File: src/rtl/status_flag_unit.sv
// NZCV status register (CPSR flags) with a one-deep saved copy (SPSR) for exception
// entry/return, plus a forwarded flag view for the ID-stage condition check.
module status_flag_unit #(
  parameter bit FORWARD_EN = 1'b1
) (
  input  logic       CLK,
  input  logic       RST,
  input  logic       exe_valid,
  input  logic       exe_s,
  input  logic [3:0] exe_flags,
  input  logic       exc_enter,
  input  logic       exc_return,
  output logic [3:0] sr_flags,
  output logic [3:0] id_flags,
  output logic [3:0] spsr_flags,
  output logic       spsr_valid,
  output logic       exc_nest_err
);

  logic       upd;
  logic       ret_ok;
  logic       enter_ok;
  logic       nest_err_set;
  logic [3:0] nxt;
  logic [3:0] cpsr_next;

  // Flags are {N,Z,C,V}; a bubble or flushed slot (exe_valid=0) never touches state.
  assign upd       = exe_valid & exe_s;
  assign ret_ok    = exc_return & spsr_valid;
  assign enter_ok  = exc_enter & ~exc_return & ~spsr_valid;
  assign nxt       = upd ? exe_flags : sr_flags;
  assign cpsr_next = ret_ok ? spsr_flags : nxt;

  // Nested entry, unmatched return, or enter+return together are all protocol errors.
  assign nest_err_set = (exc_enter & spsr_valid)
                      | (exc_return & ~spsr_valid)
                      | (exc_enter & exc_return);

  always_ff @(posedge CLK or posedge RST) begin
    if (RST) begin
      sr_flags <= 4'b0000;
    end else begin
      sr_flags <= cpsr_next;
    end
  end

  always_ff @(posedge CLK or posedge RST) begin
    if (RST) begin
      spsr_flags <= 4'b0000;
      spsr_valid <= 1'b0;
    end else if (ret_ok) begin
      spsr_valid <= 1'b0;
    end else if (enter_ok) begin
      spsr_flags <= nxt;
      spsr_valid <= 1'b1;
    end
  end

  always_ff @(posedge CLK or posedge RST) begin
    if (RST) begin
      exc_nest_err <= 1'b0;
    end else if (nest_err_set) begin
      exc_nest_err <= 1'b1;
    end
  end

  // With forwarding, ID sees exactly what sr_flags will hold after the next edge.
  generate
    if (FORWARD_EN) begin : g_fwd
      assign id_flags = cpsr_next;
    end else begin : g_nofwd
      assign id_flags = sr_flags;
    end
  endgenerate

endmodule
File: config.mk
export PLATFORM = sky130hd
export DESIGN_NAME = status_flag_unit
export DESIGN_NICKNAME = d
export VERILOG_FILES = /design/src/rtl/status_flag_unit.sv
export SDC_FILE = /design/constraint.sdc
export NUM_CORES = 1
export LEC_CHECK = 0
export ABC_AREA = 0
export BUFFER_PORTS_ARGS = -buffer_cell sky130_fd_sc_hd__buf_4
export CORE_AREA = 8 8 45 47
export CTS_CLUSTER_SIZE = 8
export DETAILED_ROUTE_END_ITERATION = 16
export DIE_AREA = 0 0 53 55
export SYNTH_ARGS = -nofsm -noshare
export SYNTH_HDL_FRONTEND = slang
export SYNTH_SLANG_ARGS = --single-unit
File: constraint.sdc
create_clock -name CLK -period 2.35 [get_ports CLK]
set_input_delay 0.235 -clock CLK [delete_from_list [all_inputs] [get_ports CLK]]
set_output_delay 0.235 -clock CLK [all_outputs]
set_load 0.005 [all_outputs]
Word-level counts from Yosys, hierarchy flattened --
Index checks and enable logic that the tools add are counted.
Storage, ports and cells: bits in registers 10, input port bits 10, output and inout bits 14
Cells by class: muxes and demuxes 4, bitwise operators 12, reductions and logical operators 2
Operator list (number):
- two-way mux 4 bit | 2
- bitwise AND 1 bit | 7
- NOT 1 bit | 3
- two-way mux 1 bit | 2
- bitwise OR 1 bit | 2
- AND reduction 2 bit | 1
- nonzero test 2 bit | 1

Longest topological paths before layout --
Gate-level depths: netlist of run 1.
word-level depth 5, depth in mapped cells 3

Worst setup path before layout of run 1 --
Ideal clock, no wire load.
kind flip-flop to output port, from reg spsr_valid, to out id_flags[1], arrival 0.846 ns, slack 1.269 ns, cell stages (with the launch flop) 3, buffers on the path 0, cells stage by stage dfrtp_1 > nand2_1 > a21oi_1
On the way: longest elaborated chain between the ends 2
RTL lines:
- start, declared | RTL line 16 | output logic spsr_valid,
- start signal, assigned | RTL line 50 | spsr_valid <= 1'b0;
- start signal, assigned | RTL line 52 | spsr_valid <= 1'b0;
- start signal, assigned | RTL line 55 | spsr_valid <= 1'b1;
- bitwise AND 1 bit | RTL line 29 | assign ret_ok = exc_return & spsr_valid;
- two-way mux 4 bit | RTL line 32 | assign cpsr_next = ret_ok ? spsr_flags : nxt;
- end, declared | RTL line 14 | output logic [3:0] id_flags,
Every way passes these cells.

Final worst setup path of run 1 --
from reg spsr_valid, to out id_flags[0]
Same word-level chain as after synthesis.

==> flow_metrics.py, run 1 <==
metrics = {
    "synthesis": {
        "syn-cell-area_um2": 414,
        "synthCells": 38,
        "ys_seq_elements": 10,
        "yosysSeqAreaShare_pct": 60.4,
        "syn_nets": 48,
        "yosysUniqueCellTypes": 9,
        "postSynthAreaPerCell_um2": 10.9,
        "yosys_warnings": 0,
    },
    "power": {
        "power_density_nw_per_um2": 800,
        "vdd_drop_max_uv": 342,
        "p_leak_uw": 0.000323,
        "p_total_uw": 522,
    },
    "run_status": {
        "status": "complete, no violations",
    },
    "sta": {
        "hold_viol": 0,
        "fin_worst_skew_ps": 8.21,
        "slew_viol_final": 0,
        "fin_crit_sh_pct": 66.3,
        "finalSetupTns_ps": 0,
        "finalSetupViolations": 0,
        "rsz0062_at_grt": "no",
        "fin_crit_ps": 1560,
        "slew_headroom_pct": 73.8,
        "fmax_mhz": 642,
        "worstMarginPinSlew_ps": 393,
    },
    "route": {
        "drc": 0,
        "first_iter_violations": 8,
        "via_per_inst": 4.30,
        "drt-total-wl_mm": 1.04,
        "vias": 353,
        "ant_nets": 0,
        "wl_per_cell_um": 12.6,
        "dr.pass1.iters": 4,
    },
    "setup_path": {
        "worstPathArrival_ps": 1320,
        "critPathMaxFanout": 8,
        "crit_type": "reg2out",
        "start_kind": "flop",
        "end_kind": "output port",
        "required_ps": 2120,
    },
    "grt": {
        "grt_max_degree": 11,
        "first_global_vias": 347,
        "antenna_found_initial": 0,
        "overflow": 0,
        "grt_pass1_wl_mm": 1.50,
        "grt.total_usage_pct": 7.39,
    },
    "final_layout": {
        "n_fill_cell": 140,
        "mostFrequentLayoutCells": "buf_4 (23), nor2_1 (10), dfrtp_1 (10)",
        "final_common_cell": "buf_4",
        "layout-drive-gt1-share_pct": 43.9,
        "ff_latch_area_um2": 250,
        "nets": 77,
        "area_delta_synth_final_pct": 57.7,
        "multi_input_area_um2": 160,
        "n_antenna_cell": 0,
        "design_area_um2": 653,
    },
    "floorplanning": {
        "fp.dieArea_um2": 2920,
        "core_um2": 1380,
        "die_height_um": 55,
        "start_util_pct": 29.9,
        "num_rows": 14,
        "io-pin-count": 24,
        "dieWidth_um": 53,
    },
    "place": {
        "place_area_um2": 607,
        "io_buffers": 23,
        "gp_congestion": 0.672,
    },
    "clocking": {
        "cts_resized": 0,
        "cts_tree": "yes",
        "cts_buffer_depth": 2,
        "clk_pin_slew_ps": 70,
        "cts_buffers": 3,
        "cts_root_buf": "clkbuf_4",
        "numClockSinks": 10,
        "h-tree-depth": 1,
        "post_cts_buffers": 0,
        "clock_latency_ps": 260,
    },
    "min_path": {
        "holdCritPathClass": "in2reg",
    },
    "flow_run": {
        "max_cap_violations": 0,
    },
}
## metrics by stage
stage | hold slack [ps] | util [%] | setup slack (ps) | instances
finish | 161 | 47.2 | 792 | 82
global route | 166 | 47.2 | 646 | 82
CTS | 154 | 47.2 | 747 | 82
detailed placement | 251 | 43.9 | 1050 | 77
global placement | 252 | 43.9 | 1060 | 77
floorplan | 75.2 | - | 1270 | 38
## cells by family (layout without fill, tap and decap cells)
| family | count (synthesis) | in the layout | synth area share [%] |
|---|---|---|---|
| AND/OR/NAND/NOR | 14 | 14 | 16.9 |
| flip-flops | 10 | 10 | 60.4 |
| AO/OA/AOI/OAI | 9 | 9 | 12.1 |
| multiplexers | 4 | 4 | 9.67 |
| buffers and inverters | 1 | 29 | 0.905 |
## report_power, final
part	internal (µW)	leakage [µW]	switching, µW
clock	94.0	0.0000210	60.2
sequential	203	0.000109	20.9
combinational	85.0	0.000193	58.8
total	382	0.000323	140
## final cells by class
| cell class | count | area share, % |
|---|---|---|
| Clock buffer | 4 | 5.56 |
| Tap cell | 16 | 3.07 |
| Timing Repair Buffer | 24 | 28.0 |
| Multi-Input combinational cell | 27 | 24.5 |
| Inverter | 1 | 0.575 |
| Sequential cell | 10 | 38.3 |
## registers in the layout, indices dropped and copies added (netlist names)
register and cells:
exc_nest_err 1, spsr_flags 4, spsr_valid 1, sr_flags 4
## cell usage after synthesis, drive strengths merged
cell / number / share of area (%)
nand2: 2 / 1.8
nor3b: 1 / 4.5
dfrtp: 10 / 60
nor2: 10 / 9.1
nor2b: 1 / 1.5
mux2i: 4 / 9.7
a21oi: 8 / 9.7
a211o: 1 / 2.4
inv: 1 / 0.91
## layer usage
layer / global-route usage, % / up-vias / part of all wire [%]
li1: - / 185 / -
met1: 7.79 / 148 / 44
met2: 10.2 / 18 / 41
met3: 2.14 / 2 / 13
met4: 10.3 / 0 / 2.6
met5: 0 / - / 0
## worst paths after layout
path | startpoint | to | slack, ps | depth (start not counted)
worst min register to register | exc_nest_err$_DFFE_PP0P_ | exc_nest_err$_DFFE_PP0P_ | 470 | 1
min in group asynchronous | RST | spsr_valid$_DFFE_PP0P_ | 510 | 3
worst max-delay path | spsr_valid$_DFFE_PP0P_ | id_flags[0] | 790 | 4
max in group asynchronous | RST | spsr_flags[3]$_DFFE_PP0P_ | 1560 | 3
worst max register to register | spsr_valid$_DFFE_PP0P_ | spsr_flags[3]$_DFFE_PP0P_ | 1250 | 3
worst min-delay path | exc_return | spsr_valid$_DFFE_PP0P_ | 160 | 2
## timing repair
item                                   CTS  global route
endpoints found under the hold margin   10             0
setup endpoints to repair                0             0
hold buffers                             1             0
## worst max-delay path, stage by stage, from the launching register on
cell and delay, ps:
dfrtp_1 450, nand2_1 230, nor2_1 60, a21oi_1 170, buf_4 140
Note: power is estimated with default switching activity, not from simulation.
==> inputs of run 2 (changes only) <==
- ABC_AREA: 0 -> 1
- PLACE_DENSITY: default -> 0.66
- clock period: 2.35 -> 1.3 ns (I/O delays scaled with it)
==> run 2 against run 1 <==
Against the previous run: sequential power grew to 2.5 times the previous value; sequential share of layout area is 3.9 points lower; combinational power grew to 4.8 times the previous value; non-clock buffer count stayed put; core utilization is 5.6 points higher; global-route usage is 1.6 points higher; critical endpoint is now id_flags[2]; largest cell class unchanged; highest routed layer unchanged.
==> flow_metrics.py, run 2 <==
metrics = {
    "setup_path": {
        "end_kind": "output port",
        "max_stage_delay_ps": 450,
        "critPathMostFrequentCell": "nand2_2",
        "crit_type": "reg2out",
        "worstReg2RegStart": "spsr_valid$_DFFE_PP0P_",
        "slowest_stage": "dfrtp_2",
        "cp_top_family": "flip-flops",
        "reg2reg_depth": 4,
        "r2r_setup_slack_ps": 380,
        "start_kind": "flop",
        "required_ps": 1170,
        "critPathMaxFanout": 5,
        "worstReg2RegEnd": "spsr_flags[2]$_DFFE_PP0P_",
        "crit_path_cell_trace": "nand2_4, inv_4, nand2_2, nand2_2, buf_4",
        "worstPathArrival_ps": 1120,
        "worst-path-buf-inv": 2,
    },
    "route": {
        "wl_per_cell_um": 11.6,
        "drc": 0,
        "first_iter_violations": 5,
        "ant_nets": 0,
        "vias": 467,
        "dr.pass1.iters": 3,
        "via_per_inst": 4.53,
        "drt-total-wl_mm": 1.20,
    },
    "grt": {
        "antenna_found_initial": 0,
        "first_global_vias": 421,
        "grt_pass1_wl_mm": 1.90,
        "grt.total_usage_pct": 9.02,
        "grt_max_degree": 11,
        "overflow": 0,
    },
    "final_layout": {
        "design_area_um2": 731,
        "final_common_cell": "nand2_1",
        "n_antenna_cell": 0,
        "stdcell_count": 103,
        "layout-drive-gt1-share_pct": 47.1,
        "area_delta_synth_final_pct": 59.6,
        "n_fill_cell": 137,
        "largestRegisters": "spsr_flags (4), sr_flags (4)",
        "nets": 98,
        "mostFrequentLayoutCells": "nand2_1 (28), buf_4 (21), dfrtp_1 (9)",
    },
    "floorplanning": {
        "io-pin-count": 24,
        "core_um2": 1380,
        "fp.dieArea_um2": 2920,
        "num_rows": 14,
        "start_util_pct": 33.1,
        "die_height_um": 55,
        "dieWidth_um": 53,
    },
    "synthesis": {
        "synth_adder_area_share_pct": 0,
        "synth_mux_area_share_pct": 0,
        "synth_top_family_by_area": "simple AND/OR/NAND/NOR gates",
        "postSynthAreaPerCell_um2": 7.76,
        "yosysUniqueCellTypes": 10,
        "yosys_warnings": 0,
        "synth_top_area_share_pct": 54.6,
        "async_flop_share_pct": 100,
        "synth_simple_gate_area_share_pct": 41.0,
        "ys_seq_elements": 10,
        "synth_ff_type": "dfrtp_1",
        "synthCells": 59,
        "synth_common_cells": "nand2_1 (35), dfrtp_1 (10), nand3_1 (4)",
        "syn_nets": 69,
        "synthTopCellsByArea": "dfrtp_1 (55%), nand2_1 (29%), nand3_1 (4.4%)",
        "synth_compound_area_share_pct": 1.09,
        "yosys.area.top_type": "dfrtp_1",
        "synth_edf_count": 0,
        "yosysSeqAreaShare_pct": 54.6,
        "synth_xor_area_share_pct": 0,
        "syn-cell-area_um2": 458,
        "yosysMostFrequentCell": "nand2_1",
    },
    "sta": {
        "fmax_mhz": 802,
        "hold_viol": 0,
        "timing.final.ws_setup_ps": 52.9,
        "worstMarginPinSlew_ps": 384,
        "finalSetupViolations": 0,
        "fin_crit_ps": 1250,
        "fin_crit_sh_pct": 95.9,
        "slew_viol_final": 0,
        "slew_headroom_pct": 74.4,
        "fin_worst_skew_ps": 3.34,
    },
    "clocking": {
        "cts_buffers": 3,
        "post_cts_buffers": 0,
        "h-tree-depth": 1,
        "clk_pin_slew_ps": 70,
        "cts_buffer_depth": 2,
        "cts_tree": "yes",
        "numClockSinks": 10,
        "clock_latency_ps": 260,
        "cts_root_buf": "clkbuf_4",
    },
    "place": {
        "place_area_um2": 651,
        "gp_congestion": 0.825,
        "dp_cells": 98,
        "preCtsSetupSlack_ps": 294,
        "io_buffers": 23,
        "place_hpwl_um": 961,
    },
    "power": {
        "p_comb_share_pct": 45.0,
        "internal_power_uw": 990,
        "p_leak_uw": 0.000408,
        "switching_power_uw": 530,
        "seqPwrFrac_pct": 37.0,
        "clkPwrFrac_pct": 18.0,
        "vdd_drop_max_uv": 1020,
        "swShare_pct": 34.9,
        "p_total_uw": 1520,
        "power_density_nw_per_um2": 2080,
    },
    "min_path": {
        "min_path_cells": 3,
        "holdCritPathClass": "in2reg",
        "hold_end": "exc_nest_err$_DFFE_PP0P_",
        "min_from": "exc_enter",
    },
    "run_status": {
        "status": "complete, no violations",
    },
    "flow_run": {
        "max_cap_violations": 0,
    },
}
## run 2: cell count changes after synthesis, sizes merged, moves of 3 or more
cell / before / now
nand3: 0 / 5
a21oi: 8 / 0
nor2: 10 / 1
nand2: 2 / 37
inv: 1 / 4
mux2i: 4 / 0
## run 2: final cells by class
cell class,count,area [µm²],share of cell area [%]
clock buffers,4,36.3,4.97
inverters,4,17.5,2.40
multi-input cells,45,215,29.5
flip-flops and latches,10,251,34.4
well taps,16,20.0,2.74
repair buffers,24,190,26.0
## run 2: power by group through the flow
stage / sequential, µW / clock (µW) / combinational (µW)
2_1_floorplan: 556 / 0 / 234
6_report: 563 / 274 / 684
3_5_place_dp: 553 / 0 / 631
3_3_place_gp: 555 / 0 / 629
4_1_cts: 547 / 282 / 635
5_1_grt: 583 / 302 / 761
## run 2: layer usage
metal	share of wire (%)	GRT usage, %	up-vias
met5	0	0	-
met4	2.9	7.76	0
met3	8.5	3.74	4
met2	50	14.6	16
met1	38	8.82	208
li1	-	-	239
## run 2: through the flow
stage / hold slack [ps] / TNS [ps] / util (%)
finish: 128 / 0 / 52.8
global route: 152 / -9.62 / 52.8
CTS: 124 / 0 / 50.4
detailed placement: 140 / 0 / 47.0
global placement: 138 / 0 / 47.0
floorplan: -29.8 / 0 / -
## run 2: kinds of logic (layout without fill, tap and decap cells)
logic type             after synthesis  after routing
and+or+nand+nor                     44             44
DFF                                 10             10
buffers and inverters                4             32
AOI/OAI and AO/OA                    1              1
## run 2: what timing repair did
action	4_1_cts	5_1_grt
hold buffers	1	0
gates resized for setup	0	12
hold endpoints to repair	10	0
endpoints found under the setup margin	0	4
## run 2: worst max-delay path by stage
stage	from	endpoint	slack, ps	cells after the start
floorplan	spsr_valid$_DFFE_PP0P_	id_flags[0]	450	4
global placement	spsr_valid$_DFFE_PP0P_	id_flags[1]	320	5
detailed placement	spsr_valid$_DFFE_PP0P_	id_flags[0]	290	5
CTS	spsr_valid$_DFFE_PP0P_	id_flags[0]	1	5
global route	spsr_valid$_DFFE_PP0P_	id_flags[2]	-10	5
finish	spsr_valid$_DFFE_PP0P_	id_flags[2]	50	5
## run 2: worst reg2reg max path: cells and delay by family (launching register included)
family | cells | cell delay (ps)
and+or+nand+nor | 3 | 250
DFF | 1 | 450
buffers and inverters | 1 | 120
==> inputs of run 3 (changes only) <==
--- a/config.mk
+++ b/config.mk
@@ -7,3 +7,3 @@
 export LEC_CHECK = 0
-export ABC_AREA = 1
+export ABC_AREA = 0
 export BUFFER_PORTS_ARGS = -buffer_cell sky130_fd_sc_hd__buf_4
@@ -13,3 +13,2 @@
 export DIE_AREA = 0 0 53 55
-export PLACE_DENSITY = 0.66
 export SYNTH_ARGS = -nofsm -noshare
--- a/constraint.sdc
+++ b/constraint.sdc
@@ -3,2 +3,2 @@
 set_output_delay 0.13 -clock CLK [all_outputs]
-set_load 0.005 [all_outputs]
+set_load 0.01 [all_outputs]
==> run 3 against run 2 <==
Against the previous run: cell count fell by 18%; hold slack worse by 37 ps; combinational power fell by 51%; total power fell by 39%; via count down 18%; clock power is 28% lower; critical path type unchanged; clock skew shrank 1.7 ps; largest power group is now registers; worst setup slack better by 13 ps; first-iteration DRC count fell by 60%.
==> flow_metrics.py, run 3 (synthesis gave the netlist of run 1 again) <==
metrics = {
    "run_status": {
        "status": "complete, no violations",
    },
    "grt": {
        "grt.total_usage_pct": 7.55,
        "grt_max_degree": 11,
        "first_global_vias": 374,
        "overflow": 0,
        "grt_pass1_wl_mm": 1.61,
        "antenna_found_initial": 0,
    },
    "min_path": {
        "holdCritPathClass": "in2reg",
    },
    "clocking": {
        "cts_root_buf": "clkbuf_4",
        "cts_tree": "yes",
        "h-tree-depth": 1,
        "clock_latency_ps": 250,
        "clk_pin_slew_ps": 60,
        "cts_buffer_depth": 2,
        "numClockSinks": 10,
        "cts_buffers": 3,
    },
    "setup_path": {
        "cp_top_family": "flip-flops",
        "r2r_setup_slack_ps": 130,
        "max_stage_delay_ps": 400,
        "reg2reg_depth": 4,
        "worstReg2RegStart": "spsr_valid$_DFFE_PP0P_",
        "worst-path-buf-inv": 1,
        "critPathMaxFanout": 8,
        "slowest_stage": "dfrtp_1",
        "cp-endpoint": "id_flags[0]",
        "crit_path_cell_trace": "nand2_4, nor2_1, a21oi_2, buf_4",
        "crit_type": "reg2out",
        "end_kind": "output port",
        "cp_num_cells": 4,
        "worstPathArrival_ps": 1100,
        "required_ps": 1170,
        "start_kind": "flop",
        "critPathLaunch": "spsr_valid$_DFFE_PP0P_",
        "worstReg2RegEnd": "spsr_flags[2]$_DFFE_PP0P_",
    },
    "power": {
        "power_density_nw_per_um2": 1350,
        "vdd_drop_max_uv": 523,
        "p_leak_uw": 0.000335,
        "p_total_uw": 934,
    },
    "final_layout": {
        "stdcell_count": 84,
        "nets": 80,
        "final_common_cell": "buf_4",
        "largestRegisters": "spsr_flags (4), sr_flags (4)",
        "n_antenna_cell": 0,
        "area_delta_synth_final_pct": 66.8,
        "mostFrequentLayoutCells": "buf_4 (26), dfrtp_1 (10), nor2_1 (9)",
        "final_core_util_pct": 49.9,
        "layout-drive-gt1-share_pct": 55.9,
    },
    "route": {
        "dr.pass1.iters": 4,
        "first_iter_violations": 2,
        "drc": 0,
        "wl_per_cell_um": 12.2,
        "vias": 383,
        "via_per_inst": 4.56,
        "drt-total-wl_mm": 1.02,
        "ant_nets": 0,
    },
    "sta": {
        "slew_viol_final": 0,
        "hold_viol": 0,
        "slew_headroom_pct": 74.7,
        "fin_worst_skew_ps": 1.66,
        "fin_crit_ps": 1230,
        "hold_ws_ps": 91.2,
        "fmax_mhz": 810,
        "finalSetupViolations": 0,
        "worstMarginPinSlew_ps": 380,
        "timing.final.ws_setup_ps": 65.8,
        "fin_crit_sh_pct": 94.9,
        "rsz0062_at_grt": "yes",
    },
    "place": {
        "gp_congestion": 0.698,
        "io_buffers": 23,
        "dp_cells": 78,
        "preCtsSetupSlack_ps": 178,
    },
    "floorplanning": {
        "die_height_um": 55,
        "core_um2": 1380,
        "num_rows": 14,
        "start_util_pct": 29.9,
        "dieWidth_um": 53,
        "fp.dieArea_um2": 2920,
        "io-pin-count": 24,
    },
    "flow_run": {
        "max_cap_violations": 0,
    },
}
-- run 3: cell count changes in the layout (fill, tap and decap cells not counted), moves of 2 or more --
| cell | change |
|---|---|
| nand2_1 | -27 |
| a21oi_1 | +4 |
| nand2_2 | -8 |
| nor2_1 | +9 |
| a21oi_2 | +4 |
| mux2i_1 | +3 |
| buf_6 | -2 |
| buf_4 | +5 |
| nand3_1 | -4 |
-- run 3: cell type report --
type / count / area, µm²
Clock buffer: 3 / 22.5
Fill cell: 129 / 693
Inverter: 1 / 3.75
Multi-Input combinational cell: 27 / 189
Sequential cell: 10 / 250
Tap cell: 16 / 20.0
Timing Repair Buffer: 27 / 205
-- run 3: how the worst min path moves through the flow --
stage,slack [ps],cells after the start,startpoint,end
detailed placement,140,2,RST,spsr_valid$_DFFE_PP0P_
global placement,140,2,RST,spsr_flags[3]$_DFFE_PP0P_
finish,90,2,exc_return,spsr_valid$_DFFE_PP0P_
CTS,70,2,exc_return,spsr_valid$_DFFE_PP0P_
global route,90,2,exc_return,spsr_valid$_DFFE_PP0P_
floorplan,-30,1,RST,exc_nest_err$_DFFE_PP0P_
-- run 3: layer usage --
layer / vias to the layer above / wire (µm) / global-route usage, %
met5: - / 0 / 0
met4: 0 / 27 / 9.05
met3: 2 / 138 / 2.94
met2: 18 / 457 / 11.3
met1: 169 / 398 / 7.32
li1: 194 / - / -
-- run 3: per-stage QoR --
| step | instance area (µm²) | setup TNS (ps) |
|---|---|---|
| 2_1_floorplan | 414 | 0 |
| 3_3_place_gp | 614 | 0 |
| 3_5_place_dp | 614 | 0 |
| 4_1_cts | 657 | 0 |
| 5_1_grt | 691 | -33.5 |
| 6_report | 691 | 0 |
-- run 3: repair_timing --
action,4_1_cts,5_1_grt
buffers inserted,1,1
setup endpoints to repair,4,4
hold buffers,1,0
resized for setup,1,7
endpoints found under the hold margin,10,0
pin swaps,1,1
-- run 3: power breakdown --
group / internal, µW / switching [µW] / total [µW]
logic: 179 / 153 / 332
clock network: 106 / 89.6 / 196
registers: 368 / 38.3 / 406
